--- config.mk ---
export PLATFORM = sky130hd
export DESIGN_NAME = mac_accumulator
export DESIGN_NICKNAME = d
export VERILOG_FILES = /design/src/rtl/mac_pkg.sv /design/src/rtl/acc_adder.sv /design/src/rtl/cla4.sv /design/src/rtl/mac_accumulator.sv
export SDC_FILE = /design/constraint.sdc
export NUM_CORES = 1
export LEC_CHECK = 0
export BUFFER_PORTS_ARGS = -buffer_cell sky130_fd_sc_hd__buf_2
export CORE_MARGIN = 2
export CORE_UTILIZATION = 56
export DETAILED_ROUTE_END_ITERATION = 10
export GPL_ROUTABILITY_DRIVEN = 0
export MAX_ROUTING_LAYER = met4
export PLACE_DENSITY_LB_ADDON = 0.08
export SLEW_MARGIN = 20
export SYNTH_ARGS = -nofsm -noshare
export SYNTH_HDL_FRONTEND = slang
export SYNTH_HIERARCHICAL = 1
export SYNTH_SLANG_ARGS = --single-unit
--- constraint.sdc ---
create_clock -name clk -period 9 [get_ports clk]
set_input_delay 0.45 -clock clk [delete_from_list [all_inputs] [get_ports clk]]
set_output_delay 0.45 -clock clk [all_outputs]
set_load 0.1 [all_outputs]
--- src/rtl/mac_pkg.sv ---
// Shared definitions for the multiply-accumulate datapath slice.
package mac_pkg;

  // Controller states: gathering terms, or holding a finished result.
  typedef enum logic {
    ACCUM = 1'b0,
    DONE  = 1'b1
  } mac_state_e;

  localparam int PROD_W_DEF    = 12;
  localparam int ACC_W_DEF     = 16;
  localparam int MAX_TERMS_DEF = 16;

endpackage

--- src/rtl/acc_adder.sv ---
// Accumulator adder: ACC_W/4 CLA4 slices chained through their carries.
module acc_adder #(
  parameter int ACC_W = 16
) (
  input  logic [ACC_W-1:0] a,
  input  logic [ACC_W-1:0] b,
  output logic [ACC_W-1:0] sum,
  output logic             carry_out
);

  localparam int SLICES = ACC_W / 4;

  logic [SLICES:0] carry;

  assign carry[0]  = 1'b0;
  assign carry_out = carry[SLICES];

  for (genvar i = 0; i < SLICES; i++) begin : g_slice
    cla4 u_slice (
      .a    (a[4*i +: 4]),
      .b    (b[4*i +: 4]),
      .cin  (carry[i]),
      .sum  (sum[4*i +: 4]),
      .cout (carry[i+1])
    );
  end

endmodule

--- src/rtl/cla4.sv ---
// 4-bit carry-lookahead adder slice, the building block of the wider adders.
module cla4 (
  input  logic [3:0] a,
  input  logic [3:0] b,
  input  logic       cin,
  output logic [3:0] sum,
  output logic       cout
);

  logic [3:0] gen;
  logic [3:0] prop;
  logic [3:0] carry;

  assign gen  = a & b;
  assign prop = a ^ b;

  // Every carry is formed directly from generate/propagate terms, so no ripple inside a slice.
  always_comb begin
    carry[0] = cin;
    carry[1] = gen[0] | (prop[0] & cin);
    carry[2] = gen[1] | (prop[1] & gen[0]) | (prop[1] & prop[0] & cin);
    carry[3] = gen[2] | (prop[2] & gen[1]) | (prop[2] & prop[1] & gen[0])
             | (prop[2] & prop[1] & prop[0] & cin);
    cout     = gen[3] | (prop[3] & gen[2]) | (prop[3] & prop[2] & gen[1])
             | (prop[3] & prop[2] & prop[1] & gen[0])
             | (prop[3] & prop[2] & prop[1] & prop[0] & cin);
    sum      = prop ^ carry;
  end

endmodule

--- src/rtl/mac_accumulator.sv ---
// Sums groups of multiplier products and hands each group's total downstream.
module mac_accumulator
  import mac_pkg::*;
#(
  parameter int PROD_W    = PROD_W_DEF,
  parameter int ACC_W     = ACC_W_DEF,
  parameter int MAX_TERMS = MAX_TERMS_DEF,
  localparam int CNT_W    = $clog2(MAX_TERMS + 1)
) (
  input  logic              clk,
  input  logic              rst_n,
  input  logic [PROD_W-1:0] prod,
  input  logic              prod_valid,
  input  logic              prod_last,
  output logic              prod_ready,
  input  logic              clear,
  output logic [ACC_W-1:0]  acc_out,
  output logic [CNT_W-1:0]  acc_count,
  output logic              acc_ovf,
  output logic              acc_valid,
  input  logic              acc_ready
);

  mac_state_e       state;
  mac_state_e       next_state;
  logic             accept;
  logic             last_term;
  logic [ACC_W-1:0] sum;
  logic             carry_out;

  acc_adder #(
    .ACC_W (ACC_W)
  ) u_adder (
    .a         (acc_out),
    .b         (ACC_W'(prod)),
    .sum       (sum),
    .carry_out (carry_out)
  );

  // The result is valid exactly while the controller holds it in DONE.
  assign acc_valid = (state == DONE);

  // State register.
  always_ff @(posedge clk or negedge rst_n) begin
    if (!rst_n) begin
      state <= ACCUM;
    end else begin
      state <= next_state;
    end
  end

  // Handshake decode and next state; prod_ready never looks at prod_valid.
  always_comb begin
    next_state = state;
    prod_ready = (state == ACCUM) && !clear;
    accept     = prod_ready && prod_valid;
    last_term  = prod_last || (acc_count == CNT_W'(MAX_TERMS - 1));
    case (state)
      ACCUM: if (accept && last_term) next_state = DONE;
      DONE:  if (acc_ready)           next_state = ACCUM;
      default: next_state = ACCUM;
    endcase
    if (clear) next_state = ACCUM;
  end

  // Accumulator, term count and sticky overflow; zeroed on clear and on result handoff.
  always_ff @(posedge clk or negedge rst_n) begin
    if (!rst_n) begin
      acc_out   <= '0;
      acc_count <= '0;
      acc_ovf   <= 1'b0;
    end else if (clear || (state == DONE && acc_ready)) begin
      acc_out   <= '0;
      acc_count <= '0;
      acc_ovf   <= 1'b0;
    end else if (accept) begin
      acc_out   <= sum;
      acc_count <= acc_count + CNT_W'(1);
      acc_ovf   <= acc_ovf | carry_out;
    end
  end

endmodule
; ---- After elaboration in Yosys (flattened, before gate mapping)
; Index checks and enable logic that the tools add are counted.
[word_totals]
reg_bits = 23
latchBits = 0
ramBits = 0
mem_bits_ro = 0
in_bits = 18
elab_cells = 113
n_memories = 0
[classes]
add_sub_neg = 1
n_mul = 0
n_div = 0
order_cmp = 0
n_eq_ne = 1
n_shift = 0
muxes = 10
bitwise = 89
n_reduce_logical = 8
[op_table]
columns = op, n
row1 = $and A1 B1 Y1, 51
row2 = $mux W16, 2
row3 = $xor A4 B4 Y4, 7
row4 = $or A1 B1 Y1, 27
row5 = $and A4 B4 Y4, 3
row6 = $mux W5, 2
row7 = $add A5 B1 Y5 const B, 1
row8 = $eq A5 B4 Y1 const B, 1
row9 = $mux W1, 5
row10 = $logic_and A1 B1 Y1, 4
row11 = $logic_or A1 B1 Y1, 2
row12 = $pmux W1 S2, 1
row13 = $reduce_bool A2 Y1, 1
row14 = $logic_not A1 Y1, 1
row15 = $not A1 Y1, 1

; ---- Depth between registers and ports, before layout
; Gate-level depths: netlist of the first run.
[depth]
depth_word = 13
ltp_mapped = 15
depth_no_buf = 15

; ---- Cells and area by module
; The synthesis of the first run kept the hierarchy.
[modules_own_cells]
columns = module, n_inst, cells_each, area_each_um2
row1 = mac_accumulator, 1, 81, 975.9
row2 = cla4, 4, 17, 147.6
row3 = acc_adder, 1, 1, 3.8

; ---- Least setup slack after synthesis of the first run
; No wires, ideal clock.
[synth_timing]
path_type = register to register
from = register acc_out[2]
to = register acc_ovf
setup_ns = 0.122
t_arrival_ns = 3.735
required_ns = 8.878
slack_ns = 5.143
path_stages_with_launch = 16
n_path_buf = 0
synth_period_minus_slack_ns = 3.857
path_cell_list = dfrtp_1 > ha_1 > a21o_1 > a31o_1 > a21o_1 > a21o_1 > a31o_1 > a21o_1 > a21o_1 > a31o_1 > a21o_1 > a21o_1 > a31o_1 > a21o_1 > a21oi_1 > nor2_1
[synth_via]
elab_chain_len = 13
elab_cells_between_ends = 18
[synth_lines]
columns = item, line
row1 = start: declaration, mac_accumulator.sv:17  ; output logic [ACC_W-1:0] acc_out,
row2 = start signal: assignment, mac_accumulator.sv:77  ; acc_out <= sum;
row3 = $and A4 B4 Y4 or $xor A4 B4 Y4 (tied branches), "cla4.sv:14, cla4.sv:15"
row4 = $and A1 B1 Y1 (on tied branches), "cla4.sv:24, cla4.sv:25"
row5 = "$or A1 B1 Y1, or another cell as far along", cla4.sv:24  ; cout = gen[3] | (prop[3] & gen[2]) | (prop[3] & prop[2] & gen[1])
row6 = $or A1 B1 Y1 or $and A1 B1 Y1 (tied branches), "cla4.sv:24, cla4.sv:25"
row7 = $or A1 B1 Y1 *, cla4.sv:25  ; | (prop[3] & prop[2] & prop[1] & gen[0])
row8 = via u_adder.carry[1], acc_adder.sv:13  ; logic [SLICES:0] carry;
row9 = $and A1 B1 Y1 *, cla4.sv:26  ; | (prop[3] & prop[2] & prop[1] & prop[0] & cin);
row10 = $or A1 B1 Y1 *, cla4.sv:26
row11 = via u_adder.carry[2], acc_adder.sv:13
row12 = $and A1 B1 Y1 *, cla4.sv:26
row13 = $or A1 B1 Y1 *, cla4.sv:26
row14 = via u_adder.carry[3], acc_adder.sv:13
row15 = $and A1 B1 Y1 *, cla4.sv:26
row16 = via carry_out, mac_accumulator.sv:29  ; logic carry_out;
row17 = $or A1 B1 Y1 *, mac_accumulator.sv:79  ; acc_ovf <= acc_ovf | carry_out;
row18 = $mux W1 *, mac_accumulator.sv:76  ; end else if (accept) begin
row19 = $mux W1 *, mac_accumulator.sv:72  ; end else if (clear || (state == DONE && acc_ready)) begin
row20 = end signal: assignment, mac_accumulator.sv:79
row21 = end: declaration, mac_accumulator.sv:19  ; output logic acc_ovf,
; Mark *: on every way through the listed nets, which the timed path passes. The rest lies on a longest branch. The select of a mux whose other input is x is not followed.
; A chain may end at the register's enable or synchronous reset.

; ---- Worst setup path in the final report of the first run
; Ends and elaborated chain as after synthesis.

==> flow_summary.yaml, run 1 <==
sta:
  finalSetupViolCount: 0
  period_needed_ps: 3410
  layout_setup_ws_ps: 5590
  slew_viol_final: 0
  setup-tns-final_ps: 0
  worstMarginPinSlew_ps: 1010
  clock_skew_ps: 4.28
  hold_viol: 0
  rsz0062_at_grt: "false"
  max_freq_ghz: 0.294
  slew_headroom_pct: 32.8
  finalCritPeriodShare_pct: 37.8
cts:
  post_cts_buffers: 0
  clk_pin_slew_ps: 130
  cts_max_path_buffers: 2
  root_buffer: "clkbuf_4"
  cts_sinks: 23
  postCtsHoldBufs: 0
  htreeDepth: 1
  cts_made_buffers: 3
  clk-insertion-delay-late_ps: 310
  cts_resized: 0
  cts_tree: "done"
final_layout:
  multi_input_area_sq_um: 897
  fin_nets: 236
  final_util_pct: 67.0
  drive_gt1_share_pct: 26.2
  area.sequential_sq_um: 576
  final_common_cell: "buf_2"
  num_antenna_cells: 0
  syn_to_final_growth_pct: 15.6
  most-common-layout-cells: "buf_2 (41), dfrtp_1 (23), inv_1 (19), ha_1 (18)"
  fillers: 239
  stdcell_count: 226
  finalInstanceArea_sq_um: 1820
run_status:
  status: "complete, no violations"
logic_synthesis:
  yosys_warnings: 6
  synthArstFlopShare_pct: 100
  syn_inst: 150
  synth_edf_count: 0
  avgSynthCellArea_sq_um: 10.5
  synth_top_area_share_pct: 36.7
  yosys_most_used_dff: "dfrtp_1"
  syn-cell-area_sq_um: 1570
  synth_cell_types: 28
  seq_area_frac_synth_pct: 36.7
  synth_top_cells_by_area: "dfrtp_1 (37%), ha_1 (14%), a21o_1 (6.2%), a22o_1 (6.1%), fa_1 (5.1%)"
  ys_ff_latch: 23
  yosysTopAreaCell: "dfrtp_1"
worst_setup_path:
  worst-path-max-fanout: 3
  slowest_delay_ps: 420
  arrival_ps: 3600
  path_buf_inv: 0
  crit_path_cell_trace: "ha_1 -> a21o_1 -> a31o_1 -> a21o_1 -> a21o_1 -> a31o_1 -> a21o_1 -> a21o_1 -> a31o_1 -> a21o_1 -> a21o_1 -> a31o_1 -> a21o_1 -> a21oi_1 -> nor2_1"
  crit_type: "flip-flop to flip-flop"
  cp-start-kind: "flip-flop"
  path_delay_family: "compound AO/OA/AOI/OAI gates"
  crit_path_top_delay_cell: "dfrtp_1"
  cp.required_ps: 9200
  endpoint_kind: "flip-flop"
  worst_path_most_repeated_cell: "a21o_1"
floorplan:
  die-height_um: 57.0
  die-area_sq_um: 3240
  std_cell_rows: 19
  initial_core_util_pct: 57.9
  coreArea_sq_um: 2710
  die_x_um: 57.0
  io_pins: 42
global_routing:
  grt_pass1_wl_mm: 4.77
  grt_overflow_total: 0
  grt_use_total_pct: 19.0
  grt_start_max_net_pins: 25
  antenna_found_initial: 0
  grt_pass1_vias: 1125
detailed_routing:
  dr.pass1.iters: 6
  ant_nets: 0
  wl_per_cell_um: 12.5
  drc: 0
  route.vias.total: 1171
  vias_per_cell: 5.18
  drt_iter0_drc: 23
  routed_wl_mm: 2.82
placed_design:
  place_ws_ps: 5450
  post_dp_cell_area_sq_um: 1790
  numPortBuffers: 41
  place_hpwl_mm: 2.12
  placedCellCount: 222
power:
  power.leakage_nw: 1.06
  peakVddDrop_uv: 183
  power_density_nw_per_um2: 206
worst_hold_path:
  hp-class: "primary input to async pin"
run:
  max_cap_viol_count: 0
==> metal layers <==
layer | part of all wire [%] | global-route usage [%] | vias to the layer above
met5 | 0 | - | -
met4 | 0.67 | 4.98 | 0
met3 | 3.1 | 2.04 | 2
met2 | 46 | 30.5 | 19
met1 | 50 | 26.1 | 550
li1 | - | - | 600
==> state kept, by name (all words and copies together), names as in the netlist <==
name       cells
acc_valid      1
acc_count      5
acc_ovf        1
acc_out       16
==> final timing paths <==
kind	startpoint	end	cells after the start	slack (ps)
min reg2reg	acc_count[3]	acc_count[3]	1	520
min	rst_n	acc_count[0]	1	100
max	acc_out[2]	acc_ovf	15	5590
min in group clk	prod_last	acc_valid	3	420
max in group asynchronous	rst_n	acc_out[8]	1	8560
max reg2reg	acc_out[2]	acc_ovf	15	5590
==> synthesized netlist by cell type, types with 2 or more instances <==
library cell  instances
a21o_1               13
a21oi_1              12
a22o_1               11
a31o_1                4
buf_6                 3
conb_1                2
dfrtp_1              23
fa_1                  4
ha_1                 18
inv_1                19
nand2_1              13
nor2_1                2
xnor2_1               8
xor2_1                4
==> cell type report <==
| class | instances | area share (%) |
|---|---|---|
| Clock buffer | 3 | 1.24 |
| Multi-Input combinational cell | 108 | 49.4 |
| Timing Repair Buffer | 41 | 11.3 |
| Sequential cell | 23 | 31.7 |
| Inverter | 19 | 3.93 |
| Tap cell | 31 | 2.14 |
| Clock inverter | 1 | 0.276 |
==> logic make-up (layout without fill, tap and decap cells) <==
group	Yosys count	in the layout	synth area share (%)
multiplexers	2	2	1.35
adder cells (fa/ha/maj)	22	22	19.4
AND/OR/NAND/NOR	20	20	6.85
flip-flops	23	23	36.7
AO/OA/AOI/OAI	45	45	21.1
XOR/XNOR	12	12	6.69
other	2	7	0.478
buffers and inverters	24	64	7.41
==> report_power, final <==
part           leakage [nW]  switching (mW)  internal [mW]
sequential            0.310          0.0109          0.115
combinational         0.731           0.144         0.0554
clock                0.0177          0.0318         0.0166
total                  1.06           0.187          0.187
==> stage by stage <==
step,hold slack [ps],power (mW)
2_1_floorplan,154,0.297
6_report,95.7,0.374
5_1_grt,129,0.396
3_3_place_gp,453,0.325
4_1_cts,110,0.378
3_5_place_dp,462,0.328
(Power assumes the default switching activity.)
==> run 2, diff against run 1 <==
- ABC_AREA: not set -> 1
- CORE_UTILIZATION: 56 -> 54
- clock period: 9 -> 3.5 ns (I/O delays scaled with it)
==> flow_summary.yaml, run 2 <==
global_routing:
  grt_overflow_total: 0
  grt_start_max_net_pins: 24
  grt_pass1_vias: 1362
  grt_use_total_pct: 21.1
  antenna_found_initial: 0
  grt_pass1_wl_mm: 5.91
floorplan:
  std_cell_rows: 20
  die_x_um: 61.2
  io_pins: 42
  initial_core_util_pct: 57.4
  die-area_sq_um: 3750
  die-height_um: 61.2
  coreArea_sq_um: 3080
sta:
  whs_ps: 188
  setup-tns-final_ps: 0
  finalSetupViolCount: 0
  max_freq_ghz: 0.367
  slew_viol_final: 0
  clock_skew_ps: 1.65
  period_needed_ps: 2720
  rsz0062_at_grt: "false"
  layout_setup_ws_ps: 777
  hold_viol: 0
  worstMarginPinSlew_ps: 549
  slew_headroom_pct: 63.4
  finalCritPeriodShare_pct: 77.8
final_layout:
  finalInstanceArea_sq_um: 2050
  largest_reg_flops: 16
  fin_nets: 325
  area.sequential_sq_um: 576
  final_common_cell: "nand2_1"
  drive_gt1_share_pct: 19.4
  top_register: "acc_out"
  fillers: 277
  multi_input_area_sq_um: 1050
  stdcell_count: 328
  final_util_pct: 66.7
  num_antenna_cells: 0
  largestRegisters: "acc_out x16, acc_count x5"
  most-common-layout-cells: "nand2_1 (73), buf_2 (41), nand3_1 (37), inv_1 (31), dfrtp_1 (23)"
  syn_to_final_growth_pct: 16.1
detailed_routing:
  dr.pass1.iters: 5
  routed_wl_mm: 3.46
  drt_iter0_drc: 65
  route.vias.total: 1585
  vias_per_cell: 4.83
  wl_per_cell_um: 10.6
  ant_nets: 0
  drc: 0
worst_setup_path:
  cp.depth: 18
  rr_endpoint: "acc_out[13]"
  rrSetupSlack_ps: 780
  r2r_cells: 18
  cp-start-kind: "flip-flop"
  arrival_ps: 2940
  startpoint: "acc_out[1]"
  endpoint_kind: "flip-flop"
  path_buf_inv: 1
  crit_path_cell_trace: "ha_1 -> nand2_2 -> nand3_1 -> nand3_1 -> nand2_1 -> nand3_1 -> nand3_1 -> nand3_1 -> nand2_1 -> nand3_1 -> nand3_1 -> nand3_1 -> nand2_1 -> inv_1 -> fa_1 -> xnor2_1 -> nand2_1 -> nand2_1"
  cp.required_ps: 3720
  crit_path_end: "acc_out[13]"
  worst-path-max-fanout: 4
  crit_type: "flip-flop to flip-flop"
  r2r-start: "acc_out[1]"
  path_delay_family: "simple AND/OR/NAND/NOR gates"
  worst_path_most_repeated_cell: "nand3_1"
  slowest_delay_ps: 430
  crit_path_top_delay_cell: "dfrtp_1"
logic_synthesis:
  yosys_most_used_dff: "dfrtp_1"
  seq_area_frac_synth_pct: 32.6
  ys_ff_latch: 23
  yosysTopAreaCell: "dfrtp_1"
  yosys_warnings: 6
  synth_edf_count: 0
  avgSynthCellArea_sq_um: 7.46
  syn-cell-area_sq_um: 1770
  synth_cell_types: 23
  synthArstFlopShare_pct: 100
  yosysMostFrequentCell: "nand2_1"
  synth_top_area_share_pct: 32.6
  synth_commonest_cells: "nand2_1 (73), nand3_1 (37), inv_1 (31), dfrtp_1 (23), ha_1 (18)"
  syn_inst: 237
  synth_top_cells_by_area: "dfrtp_1 (33%), nand2_1 (15%), ha_1 (13%), nand3_1 (10%), inv_1 (6.6%)"
cts:
  cts_tree: "done"
  cts_sinks: 23
  post_cts_buffers: 0
  cts_resized: 0
  clk_pin_slew_ps: 130
  cts_made_buffers: 3
  postCtsHoldBufs: 1
  htreeDepth: 1
  root_buffer: "clkbuf_4"
  clk-insertion-delay-late_ps: 310
  cts_max_path_buffers: 2
run:
  max_cap_viol_count: 0
power:
  power_mw: 1.20
  peakVddDrop_uv: 306
  power_density_nw_per_um2: 585
  power.leakage_nw: 1.24
worst_hold_path:
  hp-class: "primary input to flip-flop"
  hold_depth: 4
placed_design:
  place_hpwl_mm: 2.54
  numPortBuffers: 41
  post_dp_cell_area_sq_um: 2010
  place_ws_ps: 835
  placedCellCount: 323
run_status:
  status: "complete, no violations"
run 2: changes by cell type after synthesis, sizes merged, moves of 9 or more:
cell | before | now
a21o | 13 | 0
a22o | 11 | 0
inv | 19 | 32
nand2 | 13 | 78
nand3 | 0 | 37
nand4 | 1 | 10
run 2: cell type report:
class | count | area share, %
flip-flops and latches | 23 | 28.0
repair buffers | 43 | 10.9
multi-input cells | 182 | 51.2
inverters | 32 | 5.85
clock buffers | 3 | 1.10
well taps | 44 | 2.68
clock inverters | 1 | 0.244
run 2: logic make-up (layout without fill, tap and decap cells):
group / count (synthesis) / after routing / share of synthesized area (%)
and+or+nand+nor: 139 / 139 / 35.4
DFF: 23 / 23 / 32.6
AOI/OAI and AO/OA: 9 / 9 / 3.11
other: 2 / 8 / 0.425
buffers and inverters: 38 / 79 / 9.27
xor gates and xnor gates: 4 / 4 / 1.98
adders and majority gates: 22 / 22 / 17.3
run 2: layer usage:
layer | share of wire [%] | vias up | track usage [%] | wire [um]
met1 | 48 | 702 | 27.5 | 1650
met5 | 0 | - | - | 0
met2 | 48 | 29 | 34.8 | 1680
met4 | 0.55 | 0 | 4.97 | 19
li1 | - | 852 | - | -
met3 | 3.4 | 2 | 2.73 | 117
run 2: worst min path at each step:
| stage | slack [ps] | start | endpoint |
|---|---|---|---|
| detailed placement | 190 | rst_n | acc_out[3] |
| floorplan | -120 | rst_n | acc_count[0] |
| finish | 190 | prod_last | acc_valid |
| CTS | 170 | prod_last | acc_valid |
| global placement | 190 | rst_n | acc_out[1] |
| global route | 230 | prod_last | acc_valid |
run 2: tightest hold or removal path: stages:
cell	delay [ps]
buf_2	70
nor2_1	30
nor2_1	90
o21a_1	110
run 2: report_power, final:
group	internal (mW)	total [mW]	leakage [nW]	switching (mW)
clock network	0.0427	0.127	0.0177	0.0841
registers	0.309	0.354	0.307	0.0447
logic	0.172	0.719	0.910	0.547
